===== src/rtl/uart_rx_ctrl_pkg.sv =====
// Shared definitions for the UART receive path.
// State encodings and default framing also used by the transmitter.
package uart_rx_ctrl_pkg;

    localparam int DEF_CLKS_PER_BIT = 16;
    localparam int DEF_DATA_BITS    = 8;

    typedef enum logic [2:0] {
        S_IDLE   = 3'd0,
        S_START  = 3'd1,
        S_DATA   = 3'd2,
        S_PARITY = 3'd3,
        S_STOP   = 3'd4,
        S_BREAK  = 3'd5
    } state_t;

endpackage


===== src/rtl/uart_rx_ctrl_if.sv =====
// Serial line in, bit strobes and frame status out.
// master = receive controller, slave = shift register / consumer.
interface uart_rx_ctrl_if;

    logic rx;
    logic bit_out;
    logic shift;
    logic rx_done;
    logic parity_err;
    logic frame_err;
    logic busy;

    modport master (
        input  rx,
        output bit_out,
        output shift,
        output rx_done,
        output parity_err,
        output frame_err,
        output busy
    );

    modport slave (
        output rx,
        input  bit_out,
        input  shift,
        input  rx_done,
        input  parity_err,
        input  frame_err,
        input  busy
    );

endinterface


===== src/rtl/uart_sync2.sv =====
// Two-flop synchroniser for asynchronous inputs.
// Resets to RST_VAL so an idle-high line does not look active.
module uart_sync2 #(
    parameter logic RST_VAL = 1'b1
) (
    input  logic clk,
    input  logic reset,
    input  logic d,
    output logic q
);

    logic s1;

    always_ff @(posedge clk) begin
        if (reset) begin
            s1 <= RST_VAL;
            q  <= RST_VAL;
        end else begin
            s1 <= d;
            q  <= s1;
        end
    end

endmodule


===== src/rtl/uart_rx_ctrl.sv =====
// UART receive controller: start detect, mid-bit sampling,
// per-bit shift strobes, parity and stop-bit checking.
module uart_rx_ctrl
    import uart_rx_ctrl_pkg::*;
#(
    parameter int CLKS_PER_BIT = DEF_CLKS_PER_BIT,
    parameter int DATA_BITS    = DEF_DATA_BITS,
    parameter int PARITY_EN    = 0,
    parameter int PARITY_ODD   = 0
) (
    input  logic           clk,
    input  logic           reset,
    uart_rx_ctrl_if.master bus
);

    localparam int CW = $clog2(CLKS_PER_BIT);
    localparam int BW = $clog2(DATA_BITS + 1);

    localparam logic [CW-1:0] HALF_M1 = CW'(CLKS_PER_BIT / 2 - 1);
    localparam logic [CW-1:0] FULL_M1 = CW'(CLKS_PER_BIT - 1);
    localparam logic [BW-1:0] LAST    = BW'(DATA_BITS - 1);
    localparam logic          ODD     = (PARITY_ODD != 0);
    localparam logic          PEN     = (PARITY_EN != 0);

    state_t        state;
    logic [CW-1:0] clk_cnt;
    logic [BW-1:0] bit_idx;
    logic          rx_s;
    logic          par;
    logic          perr;

    uart_sync2 #(.RST_VAL(1'b1)) u_sync (
        .clk   (clk),
        .reset (reset),
        .d     (bus.rx),
        .q     (rx_s)
    );

    always_ff @(posedge clk) begin
        if (reset) begin
            state          <= S_IDLE;
            clk_cnt        <= '0;
            bit_idx        <= '0;
            par            <= 1'b0;
            perr           <= 1'b0;
            bus.bit_out    <= 1'b0;
            bus.shift      <= 1'b0;
            bus.rx_done    <= 1'b0;
            bus.parity_err <= 1'b0;
            bus.frame_err  <= 1'b0;
            bus.busy       <= 1'b0;
        end else begin
            bus.shift      <= 1'b0;
            bus.rx_done    <= 1'b0;
            bus.parity_err <= 1'b0;
            bus.frame_err  <= 1'b0;
            // lags state by one cycle so busy drops after rx_done
            bus.busy       <= (state != S_IDLE);
            clk_cnt        <= clk_cnt + 1'b1;
            unique case (state)
                S_IDLE: begin
                    clk_cnt <= '0;
                    bit_idx <= '0;
                    if (!rx_s) begin
                        state <= S_START;
                        par   <= 1'b0;
                        perr  <= 1'b0;
                    end
                end
                S_START: begin
                    if (clk_cnt == HALF_M1) begin
                        clk_cnt <= '0;
                        state   <= rx_s ? S_IDLE : S_DATA;
                    end
                end
                S_DATA: begin
                    if (clk_cnt == FULL_M1) begin
                        clk_cnt     <= '0;
                        bus.bit_out <= rx_s;
                        bus.shift   <= 1'b1;
                        par         <= par ^ rx_s;
                        if (bit_idx == LAST) begin
                            bit_idx <= '0;
                            state   <= PEN ? S_PARITY : S_STOP;
                        end else begin
                            bit_idx <= bit_idx + 1'b1;
                        end
                    end
                end
                S_PARITY: begin
                    if (clk_cnt == FULL_M1) begin
                        clk_cnt <= '0;
                        perr    <= ((par ^ rx_s) != ODD);
                        state   <= S_STOP;
                    end
                end
                S_STOP: begin
                    if (clk_cnt == FULL_M1) begin
                        clk_cnt <= '0;
                        if (rx_s) begin
                            bus.rx_done    <= 1'b1;
                            bus.parity_err <= perr;
                            state          <= S_IDLE;
                        end else begin
                            bus.frame_err  <= 1'b1;
                            state          <= S_BREAK;
                        end
                    end
                end
                S_BREAK: begin
                    clk_cnt <= '0;
                    if (rx_s) begin
                        state <= S_IDLE;
                    end
                end
                default: begin
                    clk_cnt <= '0;
                    bit_idx <= '0;
                    state   <= S_IDLE;
                end
            endcase
        end
    end

endmodule


===== src/flat_wrapper.sv =====
// flat-port wrapper written by rule: the top's interface ports become plain ports
module uart_rx_ctrl_flat import uart_rx_ctrl_pkg::*;
#(
    parameter int CLKS_PER_BIT = DEF_CLKS_PER_BIT,
    parameter int DATA_BITS    = DEF_DATA_BITS,
    parameter int PARITY_EN    = 0,
    parameter int PARITY_ODD   = 0
)
  (clk, reset, bus_rx, bus_bit_out, bus_shift, bus_rx_done, bus_parity_err, bus_frame_err, bus_busy);
  uart_rx_ctrl_if bus_i ();
  input  logic clk;
  input  logic reset;
  input wire logic [$bits(bus_i.rx)-1:0] bus_rx;
  output wire logic [$bits(bus_i.bit_out)-1:0] bus_bit_out;
  output wire logic [$bits(bus_i.shift)-1:0] bus_shift;
  output wire logic [$bits(bus_i.rx_done)-1:0] bus_rx_done;
  output wire logic [$bits(bus_i.parity_err)-1:0] bus_parity_err;
  output wire logic [$bits(bus_i.frame_err)-1:0] bus_frame_err;
  output wire logic [$bits(bus_i.busy)-1:0] bus_busy;
  assign bus_i.rx = bus_rx;
  assign bus_bit_out = bus_i.bit_out;
  assign bus_shift = bus_i.shift;
  assign bus_rx_done = bus_i.rx_done;
  assign bus_parity_err = bus_i.parity_err;
  assign bus_frame_err = bus_i.frame_err;
  assign bus_busy = bus_i.busy;
  uart_rx_ctrl #(.CLKS_PER_BIT(CLKS_PER_BIT), .DATA_BITS(DATA_BITS), .PARITY_EN(PARITY_EN), .PARITY_ODD(PARITY_ODD)) u_core (.clk(clk), .reset(reset), .bus(bus_i));
endmodule

===== config.mk =====
export PLATFORM = sky130hd
export DESIGN_NAME = uart_rx_ctrl_flat
export DESIGN_NICKNAME = d
export VERILOG_FILES = /design/src/rtl/uart_rx_ctrl_pkg.sv /design/src/rtl/uart_rx_ctrl_if.sv /design/src/rtl/uart_sync2.sv /design/src/rtl/uart_rx_ctrl.sv /design/src/flat_wrapper.sv
export SDC_FILE = /design/constraint.sdc
export NUM_CORES = 1
export LEC_CHECK = 0
export ABC_AREA = 1
export CORE_MARGIN = 1.5
export CORE_UTILIZATION = 50
export CTS_CLUSTER_DIAMETER = 100
export DETAILED_ROUTE_END_ITERATION = 6
export PLACE_DENSITY = 0.71
export SYNTH_ARGS = -nofsm -noshare
export SYNTH_HDL_FRONTEND = slang
export SYNTH_SLANG_ARGS = --single-unit

===== constraint.sdc =====
create_clock -name clk -period 1.7 [get_ports clk]
set_input_delay 0.34 -clock clk [delete_from_list [all_inputs] [get_ports clk]]
set_output_delay 0.34 -clock clk [all_outputs]
set_load 0.05 [all_outputs]

### Yosys cells after proc, flatten, opt, wreduce, memory -nomap -nowiden

Index checks and enable logic that the tools add are counted.

* $add $sub $neg: 2
* eq/ne operators: 15
* mux-type cells: 24
* bitwise gates (word level): 5
* reductions and logical operators: 13

Operators by type and width (number)
* 3-bit two-way mux: 8
* 3-bit case mux with 6 select lines: 1
* 4-bit two-way mux: 4
* 4-bit case mux with 2 select lines: 2
* 2-bit by 1-bit != test with 1-bit output (second input constant): 5
* 4-bit by 1-bit adder with 4-bit output (second input constant): 2
* 4-bit by 3-bit == test with 1-bit output (second input constant): 2
* 7-bit AND reduction: 1
* 3-bit by 2-bit == test with 1-bit output (second input constant): 2
* 3-bit == test (second input constant): 2
* 1-bit two-way mux: 6
* 2-bit AND reduction: 3
* 3-bit OR reduction: 2
* 4-bit == test (second input constant): 1
* 2-bit != test (second input constant): 2
* 1-bit inverter: 4
* 1-bit case mux with 2 select lines: 2
* 2-bit nonzero test: 2
* 4-bit OR reduction: 1
* 3-bit by 1-bit == test with 1-bit output (second input constant): 1
* 3-bit zero test: 1
* 3-bit AND reduction: 1
* 3-bit nonzero test: 1
* 2-bit two-way mux: 1
* 2 further kinds: 2

* flip-flop bits (word level): 21
* input port bits: 3
* output and inout bits: 6
* word-level logic and storage cells: 72

### Logic depth before layout (Yosys ltp)

Gate-level depths: netlist of the first run.

* depth after elaboration: 4
* depth in mapped cells: 9
* gate-level depth less buffers: 9

### Modules after synthesis

Synthesis of the first run repeated with hierarchy kept, for this count alone.

* cells, all modules: 151
* area, all modules: 1088.5 µm²

By module, submodules not included
* uart_rx_ctrl: times used 1, cells each 144, area each 1029.7 µm², sequential area each 380.4 µm²
* uart_sync2: times used 1, cells each 7, area each 58.8 µm², sequential area each 40.0 µm²

### Least setup slack after synthesis of the first run

No wires, ideal clock.

* path type: register to register
* start point: reg u_core.clk_cnt[0]
* end point: reg u_core.bit_idx[3]
* setup time: 0.118 ns
* data arrival time: 1.148 ns
* path slack: 0.434 ns
* stages on the path, launching flop included: 9
* clock period less this slack: 1.266 ns
* cell sequence: dfxtp_1 > ha_1 > nand2_1 > inv_1 > nand2_1 > nand2_1 > nand2_1 > o21ai_1 > nor2_1

* longest elaborated chain between the ends: 3

Ends and longest elaborated chain
* from (decl): line uart_rx_ctrl.sv:26 `logic [CW-1:0] clk_cnt;`
* from (signal assigned): line uart_rx_ctrl.sv:59 `clk_cnt <= clk_cnt + 1'b1;`
* 4-bit == test: line uart_rx_ctrl.sv:77 `if (clk_cnt == FULL_M1) begin`
* 2-bit by 1-bit != test with 1-bit output (no line)
* 2-bit AND reduction (no line)
* to (signal assigned): line uart_rx_ctrl.sv:86 `bit_idx <= bit_idx + 1'b1;`
* to (decl): line uart_rx_ctrl.sv:27 `logic [BW-1:0] bit_idx;`

Every way passes these cells.
A chain may end at the register's enable or synchronous reset.

### Final worst setup path of the first run

* start point: reg u_core.clk_cnt[0]
* end point: reg u_core.bit_idx[2]

The elaborated chain is that of the path after synthesis.

==> reports/summary.txt, run 1 <==
=====================================================================================
Number of synthesized register bits                                                21
Total global-route track usage                                                  0.197
Number of placed instances with taps included                                     169
Yosys Warn Count                                                                    0
Grt ovf                                                                             0
Synthesized area divided by synthesized cell count                           7.12 um2
Post-layout min period                                                        1.51 ns
Internal                                                                     0.971 mW
Max frequency                                                               0.663 GHz
Area inside the core boundary                                                1760 um2
Gr busiest metal                                                                 met2
Routing usage on met1                                                           0.252
Total I/O pin count                                                                 9
Final layout net count                                                            154
Pin count of the biggest net entering global routing                               13
Fin. Hold Viols                                                                     0
Count of mapped cells out of synthesis                                            135
Met2 Usage GRT                                                                  0.326
Sum of negative setup slack                                                      0 ns
Global routing usage on met3                                                   0.0346
Count of buffers from port buffering                                                8
Category of the critical setup timing path                                    reg2reg
Worst setup skew after layout                                              0.00229 ns
Relative contribution of combinational cells to total power                     0.487
Net Sw Power                                                                 0.817 mW
Parity-gate share of the synthesized area counting xor and xnor cells          0.0273
Worst endpoint data arrival time                                              1.72 ns
Final Wtd Congestion                                                            0.851
Net Sw Frac                                                                     0.457
Most frequent standard cell in the layout excluding fill and tap cells         nor2_1
Number of antenna violations at the first check in global routing                   0
Type of element capturing the critical path                                  register
Cell area after synthesis                                                     961 um2
Antenna cell count                                                                  0
Final WL                                                                      1900 um
First-pass iteration count of the detailed router                                   4
Iteration-0 DRC count of the detailed router                                       28
CTS tree                                                                        built
Most frequent cells in the layout                                        nor2_1 (29), nand2_1 (26), dfxtp_1 (21), nand3_1 (11), a21oi_1 (11)
Die outline area                                                             2190 um2
Hold WC Path Type                                                             reg2reg
Width of the chip                                                             46.8 um
H-tree levels                                                                       1
Worst slew pin tran                                                          0.333 ns
RSZ-0062 raised after global routing                                               no
Peak ir drop on the vdd network                                                993 uV
Pins over their slew limit                                                          0
Final worst hold slack                                                       0.423 ns
Seq pwr share                                                                   0.379
Area growth, synth to finish                                                    14.1%
Worst max-slew margin expressed relative to the limit                           0.777
CTS buffer count                                                                    3
Overall Power                                                                 1.79 mW
Antenna-violating nets left                                                         0
Mux contribution to synthesized area                                                0
Clock-pin transition on the worst setup and hold timing paths                 0.12 ns
Postcts setup bufs                                                                  0
Adder-cell share of the synthesized area                                       0.0260
Largest fanout on the critical path                                                 5
Resized Gates After CTS                                                             0
Leakage power total                                                          0.484 nW
Final setup violation count                                                         0
HPWL after DPL                                                                1450 um
Initial standard-cell utilization of the core                                   0.545
Biggest registers after layout                                           u_core.bit_idx: 4 flops, u_core.clk_cnt: 4 flops, u_core.state: 3 flops
Number of buffers on the longest clock path                                         2
Critical Path Source Type                                                    register
Total power divided by cell area                                          1630 nW/um2
Vias in the first global route                                                    751
Compound-Gate Fraction of Synth Area                                            0.103
Max cap viols                                                                       0
Critical path required time                                                   1.91 ns
Sequential fraction of the synthesis area                                       0.438
Clock group share of total power                                                0.135
First-pass GRT wire length                                                    3080 um
Placement Rows                                                                     15
Vertical die dimension                                                        46.8 um
Outcome                                                                  finished, final reports clean
Syn_nets                                                                          140
Final Non-Filler Cells                                                            173
Final routed DRC violation total                                                    0
Layout cells sized above 1                                                      0.142
CTS Root Buffer Type                                                         clkbuf_4
Sinks on the clock net                                                             21
Drt wl/cell                                                                   11.0 um
Largest family of logic cells by synthesized area                        simple AND/OR/NAND/NOR gates
Via/cell ratio                                                                   5.05
Vias post-DR                                                                      874
Share of the clock period used by the worst path after layout                   0.887
Area share of and/or/nand/nor cells after synthesis                             0.359
Number of hold-repair buffers added at the cts stage                                0
Cell variety after synth                                                           22
Final-layout fill cell count                                                      179
Clock latency of the later-clocked register in the worst-skew pair            0.31 ns
=====================================================================================
[critical path, stage by stage (launching register included)]
cell and delay [ns]:
dfxtp_1 0.38, ha_1 0.19, nand2_1 0.11, inv_1 0.07
nand2_1 0.11, nand2_1 0.17, nand2_1 0.13, o21ai_0 0.21
a21oi_1 0.06
[synth_stat cells]
master | count | area (um2)
a211oi_1 | 1 | 7.51
a21oi_1 | 11 | 55.1
a31oi_1 | 1 | 6.26
and2_1 | 1 | 6.26
clkbuf_1 | 1 | 3.75
dfxtp_1 | 21 | 420
ha_1 | 2 | 25.0
inv_1 | 10 | 37.5
inv_2 | 1 | 3.75
nand2_1 | 26 | 97.6
nand2_2 | 3 | 18.8
nand2_4 | 1 | 11.3
nand3_1 | 11 | 55.1
nand4_1 | 2 | 12.5
nor2_1 | 29 | 109
nor2_2 | 1 | 6.26
nor2_4 | 1 | 11.3
nor3_1 | 1 | 5.00
o21ai_0 | 5 | 25.0
o21ai_1 | 1 | 5.00
or2_2 | 2 | 12.5
xor2_1 | 3 | 26.3
[cell families (layout without fill, tap and decap cells)]
logic type      after synthesis  after routing
compound gates               19             19
flops                        21             21
fa+ha+maj                     2              2
xor+xnor                      3              3
simple gates                 78             78
buf+inv                      12             25
[final timing paths]
path,endpoint,depth (start not counted),start,slack (ns)
worst min register to register,u_core.u_sync.q,1,u_core.u_sync.s1,0.42
worst max-delay path,u_core.bit_idx[2],8,u_core.clk_cnt[0],0.19
worst max register to register,u_core.bit_idx[2],8,u_core.clk_cnt[0],0.19
worst min-delay path,u_core.u_sync.q,1,u_core.u_sync.s1,0.42
[metrics by stage]
stage	util	cell area, um2	setup slack [ns]
floorplan	-	961	0.434
global placement	0.606	1070	0.283
detailed placement	0.606	1070	0.231
CTS	0.621	1100	0.215
global route	0.621	1100	0.0435
finish	0.621	1100	0.192
[routing by layer]
layer / vias up / wire (um)
met3: 5 / 100
met4: 0 / 37
met2: 25 / 864
met5: - / 0
met1: 383 / 902
li1: 461 / -
[power groups by stage]
| stage | clock network (mW) | logic (mW) | registers, mW |
|---|---|---|---|
| floorplan | 0 | 0.663 | 0.686 |
| global placement | 0 | 0.847 | 0.681 |
| detailed placement | 0 | 0.863 | 0.685 |
| CTS | 0.248 | 0.866 | 0.674 |
| global route | 0.274 | 0.990 | 0.688 |
| finish | 0.241 | 0.870 | 0.678 |
[area by class of cell]
cell class                      count  area, um2  area share
Clock buffer                        3       22.5      0.0205
Clock inverter                      1       5.00     0.00457
Inverter                           11       41.3      0.0377
Multi-Input combinational cell    102        495       0.452
Sequential cell                    21        420       0.384
Tap cell                           25       31.3      0.0285
Timing Repair Buffer               10       80.1      0.0731
(Power assumes the default switching activity.)
==> run 2, diff against run 1 <==
--- a/config.mk
+++ b/config.mk
@@ -10,7 +10,7 @@
 export CORE_UTILIZATION = 50
 export CTS_CLUSTER_DIAMETER = 100
 export DETAILED_ROUTE_END_ITERATION = 6
-export PLACE_DENSITY = 0.71
+export PLACE_DENSITY = 0.78
 export SYNTH_ARGS = -nofsm -noshare
 export SYNTH_HDL_FRONTEND = slang
 export SYNTH_SLANG_ARGS = --single-unit
==> run 2 against run 1 <==
  * Global-route usage about the same
  * Critical path depth is 1 lower
  * Setup slack improved by 0.013 ns
  * Register-to-register slack is essentially flat
  * Die area unchanged
  * Maximum frequency grew 0.88%
  * Core utilization fell by 0.50 points
  * Final cell count down 0.58%
  * Sequential power about the same
  * Clock skew grew 0.0031 ns
  * Clock power decreased by 5%
  * First-iteration DRC count down 25%
  * Critical path type unchanged
  * Critical endpoint is now u_core.bit_idx[3]
  * Largest power group unchanged
==> reports/summary.txt, run 2 (synthesis gave the netlist of run 1 again) <==
=====================================================================================
Outcome                                                                  finished, final reports clean
Width of the chip                                                             46.8 um   unchanged
Final layout net count                                                            153   -0.65%
Largest fanout on the critical path                                                 8   +3
Share of the clock period used by the worst path after layout                   0.879   -0.00771
Antenna cell count                                                                  0   unchanged
Vias in the first global route                                                    745   -0.80%
Category of the critical setup timing path                                    reg2reg
H-tree levels                                                                       1   unchanged
Critical Path Source Type                                                    register
Critical path required time                                                   1.89 ns   -0.02 ns
First-pass iteration count of the detailed router                                   4   unchanged
Worst slack at placement                                                     0.151 ns   -0.0806 ns
Resized Gates After CTS                                                             0   unchanged
Sinks on the clock net                                                             21   unchanged
Total power divided by cell area                                          1640 nW/um2   +0.52%
Pin count of the biggest net entering global routing                               12   -1
CTS Root Buffer Type                                                         clkbuf_4
Vertical die dimension                                                        46.8 um   unchanged
Total global-route track usage                                                  0.197   about the same
Area growth, synth to finish                                                    13.2%
Largest delay contributor family on the critical path                    simple AND/OR/NAND/NOR gates
Leakage power total                                                          0.477 nW   -1.6%
Clock latency of the later-clocked register in the worst-skew pair            0.30 ns   about the same
Worst max-slew margin expressed relative to the limit                           0.774   -0.00313
Delay of the slowest cell on the worst path                                   0.50 ns   +0.12 ns
Area inside the core boundary                                                1760 um2   unchanged
Number of hold-repair buffers added at the cts stage                                0   unchanged
Sum of negative setup slack                                                      0 ns   unchanged
Clock-pin transition on the worst setup and hold timing paths                 0.11 ns   about the same
Total I/O pin count                                                                 9   unchanged
Most frequent cells in the layout                                        nor2_1 (29), nand2_1 (26), dfxtp_1 (21), nand3_1 (11), a21oi_1 (11)
Final-layout fill cell count                                                      181   +1.1%
Pins over their slew limit                                                          0   unchanged
Grt ovf                                                                             0   unchanged
Placement Rows                                                                     15   unchanged
First-pass GRT wire length                                                    3130 um   +1.3%
Chain of cells forming the critical path                                 inv_2 > nand2_4 > nor2_4 > nand2_1 > nand2_1 > o21ai_1 > nor2_1
Antenna-violating nets left                                                         0   unchanged
RSZ-0062 raised after global routing                                               no
Worst setup skew after layout                                              0.00534 ns   +0.00305 ns
Iteration-0 DRC count of the detailed router                                       21   -25%
Most frequent standard cell in the layout excluding fill and tap cells         nor2_1
Number of buffers on the longest clock path                                         2   unchanged
Final WL                                                                      1840 um   -3.4%
Drt wl/cell                                                                   10.7 um   -2.8%
Vias post-DR                                                                      884   +1.1%
Postcts setup bufs                                                                  0   unchanged
Final Wtd Congestion                                                            0.879   +3.3%
Layout cells sized above 1                                                      0.129   -0.0126
Hold WC Path Type                                                             reg2reg
Worst endpoint data arrival time                                              1.69 ns   -0.03 ns
Via/cell ratio                                                                   5.14   +1.7%
CTS buffer count                                                                    3   unchanged
Max frequency                                                               0.669 GHz   +0.88%
Final setup violation count                                                         0   unchanged
Crit path top cell by count                                                   nand2_1
Die outline area                                                             2190 um2   unchanged
Buffers and inverters on the worst path                                             1   unchanged
Number of antenna violations at the first check in global routing                   0   unchanged
HPWL after DPL                                                                1410 um   -2.5%
Biggest registers after layout                                           u_core.bit_idx: 4 flops, u_core.clk_cnt: 4 flops, u_core.state: 3 flops
Worst reg-to-reg setup slack                                                  0.21 ns   about the same
Peak ir drop on the vdd network                                                950 uV   -4.3%
Worst Setup Slack, final                                                     0.205 ns   +0.0131 ns
Type of element capturing the critical path                                  register
Worst slew pin tran                                                          0.338 ns   +0.00468 ns
Max cap viols                                                                       0   unchanged
CTS tree                                                                        built
Count of buffers from port buffering                                                8   unchanged
Worst-path cell with the longest stage delay                                  dfxtp_1
Fin. Hold Viols                                                                     0   unchanged
Post-layout min period                                                        1.49 ns   -0.0131 ns
Initial standard-cell utilization of the core                                   0.545   unchanged
Final routed DRC violation total                                                    0   unchanged
=====================================================================================
-- run 2: final timing paths --
path                          from                 to  cells past startpoint
hold / removal    u_core.u_sync.s1    u_core.u_sync.q                      1
setup reg to reg   u_core.state[2]  u_core.bit_idx[3]                      7
hold reg to reg   u_core.u_sync.s1    u_core.u_sync.q                      1
setup / recovery   u_core.state[2]  u_core.bit_idx[3]                      7
-- run 2: per-stage QoR --
stage,util,cells,cell area (um2),hold WS [ns],power [mW]
4_1_cts,0.616,172,1090,0.434,1.78
3_3_place_gp,0.601,168,1060,0.393,1.52
3_5_place_dp,0.601,168,1060,0.407,1.54
2_1_floorplan,-,135,961,0.389,1.35
5_1_grt,0.616,172,1090,0.451,1.94
6_report,0.616,172,1090,0.430,1.78
-- run 2: final cells by class --
| class | count | area [um2] | area share |
|---|---|---|---|
| inverters | 11 | 41.3 | 0.0380 |
| well taps | 25 | 31.3 | 0.0288 |
| multi-input cells | 102 | 495 | 0.456 |
| clock buffers | 4 | 26.3 | 0.0242 |
| repair buffers | 9 | 72.6 | 0.0667 |
| flip-flops and latches | 21 | 420 | 0.387 |
-- run 2: report_power, final --
part           switching [mW]  total (mW)  leakage (nW)  internal, mW
registers               0.100       0.677         0.171         0.576
clock network           0.139       0.230        0.0150        0.0915
logic                   0.571       0.876         0.291         0.305
-- run 2: per-layer routing --
layer  vias up  share of wire  routed length (um)  GRT usage
met4         0          0.023                  43     0.0889
met5         -              0                   0          0
met2        30           0.46                 846      0.293
li1        464              -                   -          -
met1       383           0.46                 853      0.277
met3         7          0.053                  97     0.0346
